--- src/rtl/prm_oblgc_pkg.sv ---
// Shared types and constants for the obstacle-logic checker feeder.
// pack_voxel fixes the voxel-to-checker code bit order used by the checker generator.
package prm_oblgc_pkg;

   localparam int AXIS_W       = 5;
   localparam int OBLGC_CODE_W = 15;

   typedef enum logic [2:0] {
      IDLE   = 3'd0,
      CLEAR  = 3'd1,
      STREAM = 3'd2,
      DRAIN  = 3'd3,
      COUNT  = 3'd4,
      DONE   = 3'd5
   } oblgc_state_t;

   // Checker inputs {O..A} = {z, y, x}; A is x[0].
   function automatic logic [OBLGC_CODE_W-1:0] pack_voxel(
      input logic [AXIS_W-1:0] x,
      input logic [AXIS_W-1:0] y,
      input logic [AXIS_W-1:0] z
   );
      return {z, y, x};
   endfunction

endpackage

--- src/rtl/prm_popcnt_word.sv ---
// Combinational population count of one bitmap word.
module prm_popcnt_word #(
   parameter int WORD_W = 32
) (
   input  logic [WORD_W-1:0]       word,
   output logic [$clog2(WORD_W):0] cnt
);

   always_comb begin
      cnt = '0;
      for (int i = 0; i < WORD_W; i++) begin
         cnt = cnt + {{$clog2(WORD_W){1'b0}}, word[i]};
      end
   end

endmodule

--- src/rtl/prm_oblgc_feeder.sv ---
// Feeds quantised voxels to the checker bank and collects a sticky blocked-edge bitmap per frame.
//
// state  | meaning
// IDLE   | waiting for frame_start
// CLEAR  | wipe bitmap and count for the new frame
// STREAM | accept voxels, one checker code per handshake
// DRAIN  | last code's mask lands in the bitmap
// COUNT  | popcount one bitmap word per cycle into blocked_cnt
// DONE   | one-cycle done pulse; frame_start here starts the next frame
module prm_oblgc_feeder
   import prm_oblgc_pkg::*;
#(
   parameter int N_EDGE = 256,
   parameter int WORD_W = 32
) (
   input  logic                              CLK,
   input  logic                              RST,
   input  logic                              frame_start,
   input  logic                              pt_valid,
   output logic                              pt_ready,
   input  logic [AXIS_W-1:0]                 pt_x,
   input  logic [AXIS_W-1:0]                 pt_y,
   input  logic [AXIS_W-1:0]                 pt_z,
   input  logic                              pt_last,
   output logic [OBLGC_CODE_W-1:0]           chk_code,
   input  logic [N_EDGE-1:0]                 chk_mask,
   output logic                              busy,
   output logic                              done,
   output logic [$clog2(N_EDGE):0]           blocked_cnt,
   input  logic [$clog2(N_EDGE/WORD_W)-1:0]  rd_addr,
   output logic [WORD_W-1:0]                 rd_data
);

   localparam int N_WORD = N_EDGE / WORD_W;
   localparam int ADDR_W = $clog2(N_WORD);
   localparam int POP_W  = $clog2(WORD_W) + 1;
   localparam int CNT_W  = $clog2(N_EDGE) + 1;

   oblgc_state_t                   state;
   oblgc_state_t                   state_nxt;
   logic                           code_vld;
   logic [N_WORD-1:0][WORD_W-1:0]  bitmap;
   logic [ADDR_W-1:0]              word_ctr;
   logic [POP_W-1:0]               word_pop;

   always_ff @(posedge CLK) begin
      if (RST) begin
         state <= IDLE;
      end else begin
         state <= state_nxt;
      end
   end

   always_comb begin
      state_nxt = state;
      pt_ready  = 1'b0;
      busy      = 1'b0;
      done      = 1'b0;
      case (state)
         IDLE: begin
            if (frame_start) state_nxt = CLEAR;
         end
         CLEAR: begin
            busy      = 1'b1;
            state_nxt = STREAM;
         end
         STREAM: begin
            busy     = 1'b1;
            pt_ready = 1'b1;
            if (pt_valid && pt_last) state_nxt = DRAIN;
         end
         DRAIN: begin
            busy      = 1'b1;
            state_nxt = COUNT;
         end
         COUNT: begin
            busy = 1'b1;
            if (word_ctr == '0) state_nxt = DONE;
         end
         DONE: begin
            done      = 1'b1;
            state_nxt = frame_start ? CLEAR : IDLE;
         end
         default: state_nxt = IDLE;
      endcase
   end

   prm_popcnt_word #(
      .WORD_W (WORD_W)
   ) u_popcnt (
      .word (bitmap[word_ctr]),
      .cnt  (word_pop)
   );

   // The mask seen one cycle after a handshake belongs to that voxel's code;
   // gaps leave chk_code stale but code_vld low, so nothing is accumulated.
   always_ff @(posedge CLK) begin
      if (RST) begin
         chk_code    <= '0;
         code_vld    <= 1'b0;
         bitmap      <= '0;
         blocked_cnt <= '0;
         word_ctr    <= '0;
         rd_data     <= '0;
      end else begin
         code_vld <= 1'b0;
         if (state == STREAM && pt_valid) begin
            chk_code <= pack_voxel(pt_x, pt_y, pt_z);
            code_vld <= 1'b1;
         end
         if (state == CLEAR) begin
            bitmap      <= '0;
            blocked_cnt <= '0;
            word_ctr    <= ADDR_W'(N_WORD - 1);
         end else if (code_vld) begin
            bitmap <= bitmap | chk_mask;
         end
         if (state == COUNT) begin
            blocked_cnt <= blocked_cnt + CNT_W'(word_pop);
            word_ctr    <= word_ctr - 1'b1;
         end
         rd_data <= bitmap[rd_addr];
      end
   end

endmodule
--- config.mk ---
export PLATFORM = sky130hd
export DESIGN_NAME = prm_oblgc_feeder
export DESIGN_NICKNAME = d
export VERILOG_FILES = /design/src/rtl/prm_oblgc_pkg.sv /design/src/rtl/prm_popcnt_word.sv /design/src/rtl/prm_oblgc_feeder.sv
export SDC_FILE = /design/constraint.sdc
export NUM_CORES = 1
export LEC_CHECK = 0
export BUFFER_PORTS_ARGS = -buffer_cell sky130_fd_sc_hd__buf_2
export CORE_MARGIN = 8
export CORE_UTILIZATION = 25
export DETAILED_ROUTE_END_ITERATION = 8
export PLACE_DENSITY_LB_ADDON = 0.25
export REMOVE_ABC_BUFFERS = 1
export SLEW_MARGIN = 20
export SYNTH_ARGS = -nofsm -noshare
export SYNTH_HDL_FRONTEND = slang
export SYNTH_SLANG_ARGS = --single-unit
--- constraint.sdc ---
create_clock -name CLK -period 8.69 [get_ports CLK]
set_clock_uncertainty 0.2 [all_clocks]
set_input_delay 0 -clock CLK [delete_from_list [all_inputs] [get_ports CLK]]
set_output_delay 0 -clock CLK [all_outputs]
set_load 0.03 [all_outputs]
# Word level (Yosys, flattened, before mapping)
# Cells that the tools add are included.
# word_totals
word_cells	83
output_inout_bits	59
reg_bits	319
input_bits	279
# classes
n_reduce_logical	8
n_lt_le_gt_ge	2
n_bitwise	1
n_eq_ne	8
n_addsub	33
n_mux	17
# op_table
cell	n
256-bit OR	1
32-bit binary-select mux with 3-bit select	2
6-bit by 1-bit adder with 6-bit output	30
32-bit two-way mux	2
9-bit two-way mux	2
3-bit case mux with 6 select lines	1
3-bit two-way mux	5
9-bit by 6-bit adder with 9-bit output	1
3-bit by 4-bit < comparator with 1-bit output, second input constant	2
3-bit by 2-bit == test with 1-bit output, second input constant	2
3-bit == test, second input constant	2
3-bit logical NOT	2
2-bit != test, second input constant	3
1-bit two-way mux	5
4-bit OR reduction	1
3-bit by 1-bit == test with 1-bit output, second input constant	1
3-bit AND reduction	1
3-bit by 1-bit subtractor with 3-bit output, second input constant	1
1-bit by 1-bit adder with 2-bit output	1
1-bit logical AND	2
2-bit nonzero test	1
2-bit OR reduction	1

# Longest topological paths before layout
# depth
depth_word	35
mapped_depth	26
ltp_nobuf	23

# Cells and area by module
# Synthesis repeated with hierarchy kept, for this count alone.
# unflattened
hier_cells	1392
hier_area_um2	14507.7
# by_module_without_submodules
mod	area_per_inst_um2	n_inst	cells_per_inst
prm_oblgc_feeder	13661.9	1	1298
prm_popcnt_word	845.8	1	94

# Least setup slack after synthesis
# OpenSTA, ideal clock, no wires.
# synth_timing
kind	register to register
startpoint	register word_ctr[0]
endpoint	register blocked_cnt[6]
n_path_buf	2
stages_incl_launch_ff	26
arrival_ns	6.740
path_slack_ns	1.620
synth_period_minus_slack_ns	7.070
setup_time_ns	0.130
path_cell_list	dfxtp_1 -> buf_6 -> buf_6 -> mux4_1 -> mux2_2 -> fa_1 -> inv_1 -> fa_1 -> fa_1 -> inv_1 -> fa_1 -> inv_1 -> fa_1 -> fa_1 -> fa_1 -> fa_1 -> inv_1 -> a21o_1 -> a21oi_1 -> xnor2_1 -> ha_1 -> o21ai_0 -> a21oi_1 -> or3_1 -> a41oi_1 -> o32ai_1
# synth_between
elab_chain_len	35
# synth_lines
element	line_no	rtl
from (decl)	prm_oblgc_feeder.sv:43	logic [ADDR_W-1:0] word_ctr;
from (signal assigned)	prm_oblgc_feeder.sv:114	word_ctr <= ADDR_W'(N_WORD - 1);
from (signal assigned)	prm_oblgc_feeder.sv:120	word_ctr <= word_ctr - 1'b1;
32-bit binary-select mux with 3-bit select *	prm_oblgc_feeder.sv:91	.word (bitmap[word_ctr]),
32-bit two-way mux (implied by the code) *	prm_oblgc_feeder.sv:91	
1-bit by 1-bit adder with 2-bit output	prm_popcnt_word.sv:12	cnt = cnt + {{$clog2(WORD_W){1'b0}}, word[i]};
6-bit by 1-bit adder with 6-bit output (29 in a row)	prm_popcnt_word.sv:12	
6-bit by 1-bit adder with 6-bit output *	prm_popcnt_word.sv:12	
9-bit by 6-bit adder with 9-bit output *	prm_oblgc_feeder.sv:119	blocked_cnt <= blocked_cnt + CNT_W'(word_pop);
9-bit two-way mux *	prm_oblgc_feeder.sv:118	if (state == COUNT) begin
to (signal assigned)	prm_oblgc_feeder.sv:119	
to (decl)	prm_oblgc_feeder.sv:29	output logic [$clog2(N_EDGE):0] blocked_cnt,
# Every way passes the cells marked *; elsewhere a longest branch is shown, timed or not. The select of a mux whose other input is x is not followed.
# A chain may end at the register's enable or synchronous reset.

# Worst setup path after layout
# Same ends and word-level chain as after synthesis.

==> impl_metrics.json <==
{
  "grt-ovfl-total": 0,
  "timing.rr.end": "blocked_cnt[6]",
  "final_cell_count_no_fill": 2843,
  "power_frac_comb_pct": 21.7,
  "cap_violations": 0,
  "synth_cell_types": 48,
  "holdCritStartpoint": "chk_mask[44]",
  "clockPowerShare_pct": 36.9,
  "finalWorstSetupSlack_ns": 0.808,
  "ios": 338,
  "critical_path_class": "register to register",
  "ys_seq_area_share_pct": 43.7,
  "ys_async_sr_fraction_pct": 0,
  "area_delta_synth_final_pct": 49.4,
  "p_leak_nw": 9.10,
  "status": "completed",
  "grt_max_degree": 93,
  "place_congestion": 0.769,
  "h-tree-depth": 2,
  "dpl_worst_slack_ns": 0.773,
  "rsz0062_at_grt": "false",
  "layout_commonest_cell": "dlygate4sd3_1",
  "clockBufferDepth": 3,
  "max_freq_ghz": 0.127,
  "cts_buffers": 37,
  "power.density_nw_per_um2": 186,
  "wl_per_cell_um": 18.5,
  "dp_cells": 2394,
  "slew_headroom_pct": 30.0,
  "drtIter0Drc": 772,
  "fillCellCount": 5631,
  "start_kind": "register",
  "vias": 13148,
  "drc_errors": 0,
  "finalCritPeriodShare_pct": 90.7,
  "post-route-min-period_ns": 7.88,
  "cts.clk_slew.worst_paths_ns": 0.06,
  "crit_path_end_kind": "register",
  "first_global_vias": 14098,
  "wl_um": 52700,
  "postCtsSetupRepairBufs": 0,
  "fin_setup_tns_ns": 0,
  "r2r_cells": 22,
  "syn_inst": 1382,
  "holdPathEnd": "bitmap[44]",
  "rows": 88,
  "dieArea_um2": 66400,
  "ant_nets": 0,
  "switching_share_pct": 29.9,
  "synthFlopType": "dfxtp_1",
  "syn_area_per_cell_um2": 10.6,
  "grt_usage_pct": 15.5,
  "synth_warnings": 0,
  "finalNetCount": 2369,
  "dp_hpwl_um": 34300,
  "start_util_pct": 25.3,
  "worstMarginPinSlew_ns": 1.05,
  "cts-root-buf": "clkbuf_16",
  "cts_tree": "done",
  "holdPathStages": 4,
  "cts.sinks": 319,
  "power.switching_mw": 1.21,
  "io_buffers": 337,
  "coreArea_um2": 57700,
  "insertion_delay_ns": 0.54,
  "via_per_inst": 4.62,
  "cp-startpoint": "word_ctr[0]",
  "die_w_um": 258,
  "final_cell_mix": "381 x dlygate4sd3_1, 334 x buf_2, 315 x dfxtp_1",
  "r2r_setup_slack_ns": 0.81,
  "vdd_drop_max_mv": 0.119,
  "r2r_start": "word_ctr[0]",
  "hold_path_class": "primary input to register",
  "drtPass1Iterations": 4,
  "drive_gt1_share_pct": 26.0,
  "fp.dieH_um": 258,
  "arrival_ns": 8.08,
  "setup_viol": 0,
  "p_int_mw": 2.84,
  "antenna_found_initial": 3,
  "ys_seq_elements": 319,
  "drv_slew": 0,
  "p_seq_share_pct": 41.4,
  "crit_required_ns": 8.88,
  "crit_fanout": 25,
  "grt_pass1_wl_um": 82100,
  "fin_util_pct": 37.8,
  "synth_edf_count": 0,
  "ctsResizeCount": 0,
  "timing_hold_violations_final": 0,
  "synth_area_um2": 14600
}
power by group through the flow:
stage | logic (mW) | registers (mW) | clock network [mW]
after floorplan | 0.415 | 1.71 | 0
after global routing | 0.966 | 1.69 | 1.61
after detailed placement | 0.745 | 1.71 | 0
after global placement | 0.736 | 1.71 | 0
final | 0.881 | 1.68 | 1.49
after CTS | 0.889 | 1.68 | 1.56
through the flow:
stage	area, um^2	hold WS, ns	total power [mW]
finish	21800	0.0382	4.05
detailed placement	16800	0.0371	2.46
floorplan	14000	-0.131	2.13
global route	21800	0.0197	4.27
global placement	16800	0.0310	2.44
CTS	21800	0.0000236	4.12
worst max path at each step:
stage	endpoint	slack, ns	cells past startpoint
after floorplan	bitmap[0]	-1.23	3
after global placement	blocked_cnt[6]	0.88	22
after detailed placement	blocked_cnt[6]	0.77	22
after CTS	blocked_cnt[6]	0.78	22
after global routing	blocked_cnt[6]	0.44	22
final	blocked_cnt[6]	0.81	22
registers in the layout (all words and copies together) (netlist names):
register,flops
bitmap,256
rd_data,32
chk_code,15
blocked_cnt,9
state,3
word_ctr,3
code_vld,1
cell usage after synthesis, types with 3 or more instances:
cell	n	area share [%]
buf_4	7	0.36
fa_1	25	3.4
mux4_1	28	5.0
buf_6	5	0.39
nand2_1	39	1.0
nor2_1	300	7.7
mux2_2	19	1.5
dfxtp_1	319	44
a21o_1	3	0.15
inv_1	34	0.87
a211oi_1	4	0.21
buf_2	49	1.7
xnor2_1	6	0.36
ha_1	16	1.4
nand2b_1	6	0.26
a22o_1	3	0.18
nor2b_1	3	0.13
mux4_2	100	15
clkbuf_1	41	1.1
or2_2	3	0.13
a22oi_1	3	0.15
o21ai_0	12	0.41
a21oi_1	280	9.6
and3_1	3	0.13
mux2i_1	46	3.2
per-layer routing:
| metal | vias to the layer above | share of wire [%] | GRT usage [%] |
|---|---|---|---|
| li1 | 6280 | - | - |
| met1 | 6390 | 43 | 19.8 |
| met2 | 381 | 49 | 26.0 |
| met3 | 97 | 5.4 | 3.37 |
| met4 | 0 | 3.1 | 5.11 |
| met5 | - | 0 | 0 |
area by class of cell:
class,count,area (um^2),share of cell area [%]
repair buffers,735,5640,25.8
clock buffers,55,1100,5.02
flip-flops and latches,319,6400,29.3
well taps,765,957,4.39
inverters,34,128,0.585
clock inverters,10,56.3,0.258
diodes,3,7.51,0.0344
multi-input cells,922,7540,34.5
timing repair:
item,CTS,global route
hold endpoints to repair,276,0
hold buffers,381,0
setup endpoints to repair,0,0
critical path: stages, from the launching register on:
cell and delay [ns]:
dfxtp_4 0.71, buf_4 0.37, mux4_1 0.59, mux2_2 0.29
fa_1 0.50, fa_1 0.61, fa_1 0.47, fa_1 0.50
inv_1 0.06, fa_1 0.50, fa_1 0.43, fa_1 0.43
fa_1 0.49, inv_1 0.08, a21o_1 0.12, a21oi_1 0.08
xnor2_1 0.18, ha_1 0.29, o21ai_0 0.09, a21oi_1 0.08
or3_1 0.33, a41oi_1 0.23, o32ai_1 0.10
kinds of logic (layout without fill, tap and decap cells):
group / count (synthesis) / after routing / share of synthesized area [%]
muxes: 193 / 193 / 25.1
buffers and inverters: 141 / 834 / 4.75
AOI/OAI and AO/OA: 317 / 317 / 11.4
and+or+nand+nor: 364 / 364 / 9.83
other: 0 / 3 / 0
xor gates and xnor gates: 7 / 7 / 0.420
adders and majority gates: 41 / 41 / 4.80
DFF: 319 / 319 / 43.7
No activity file was read; power rests on OpenSTA's default activity.
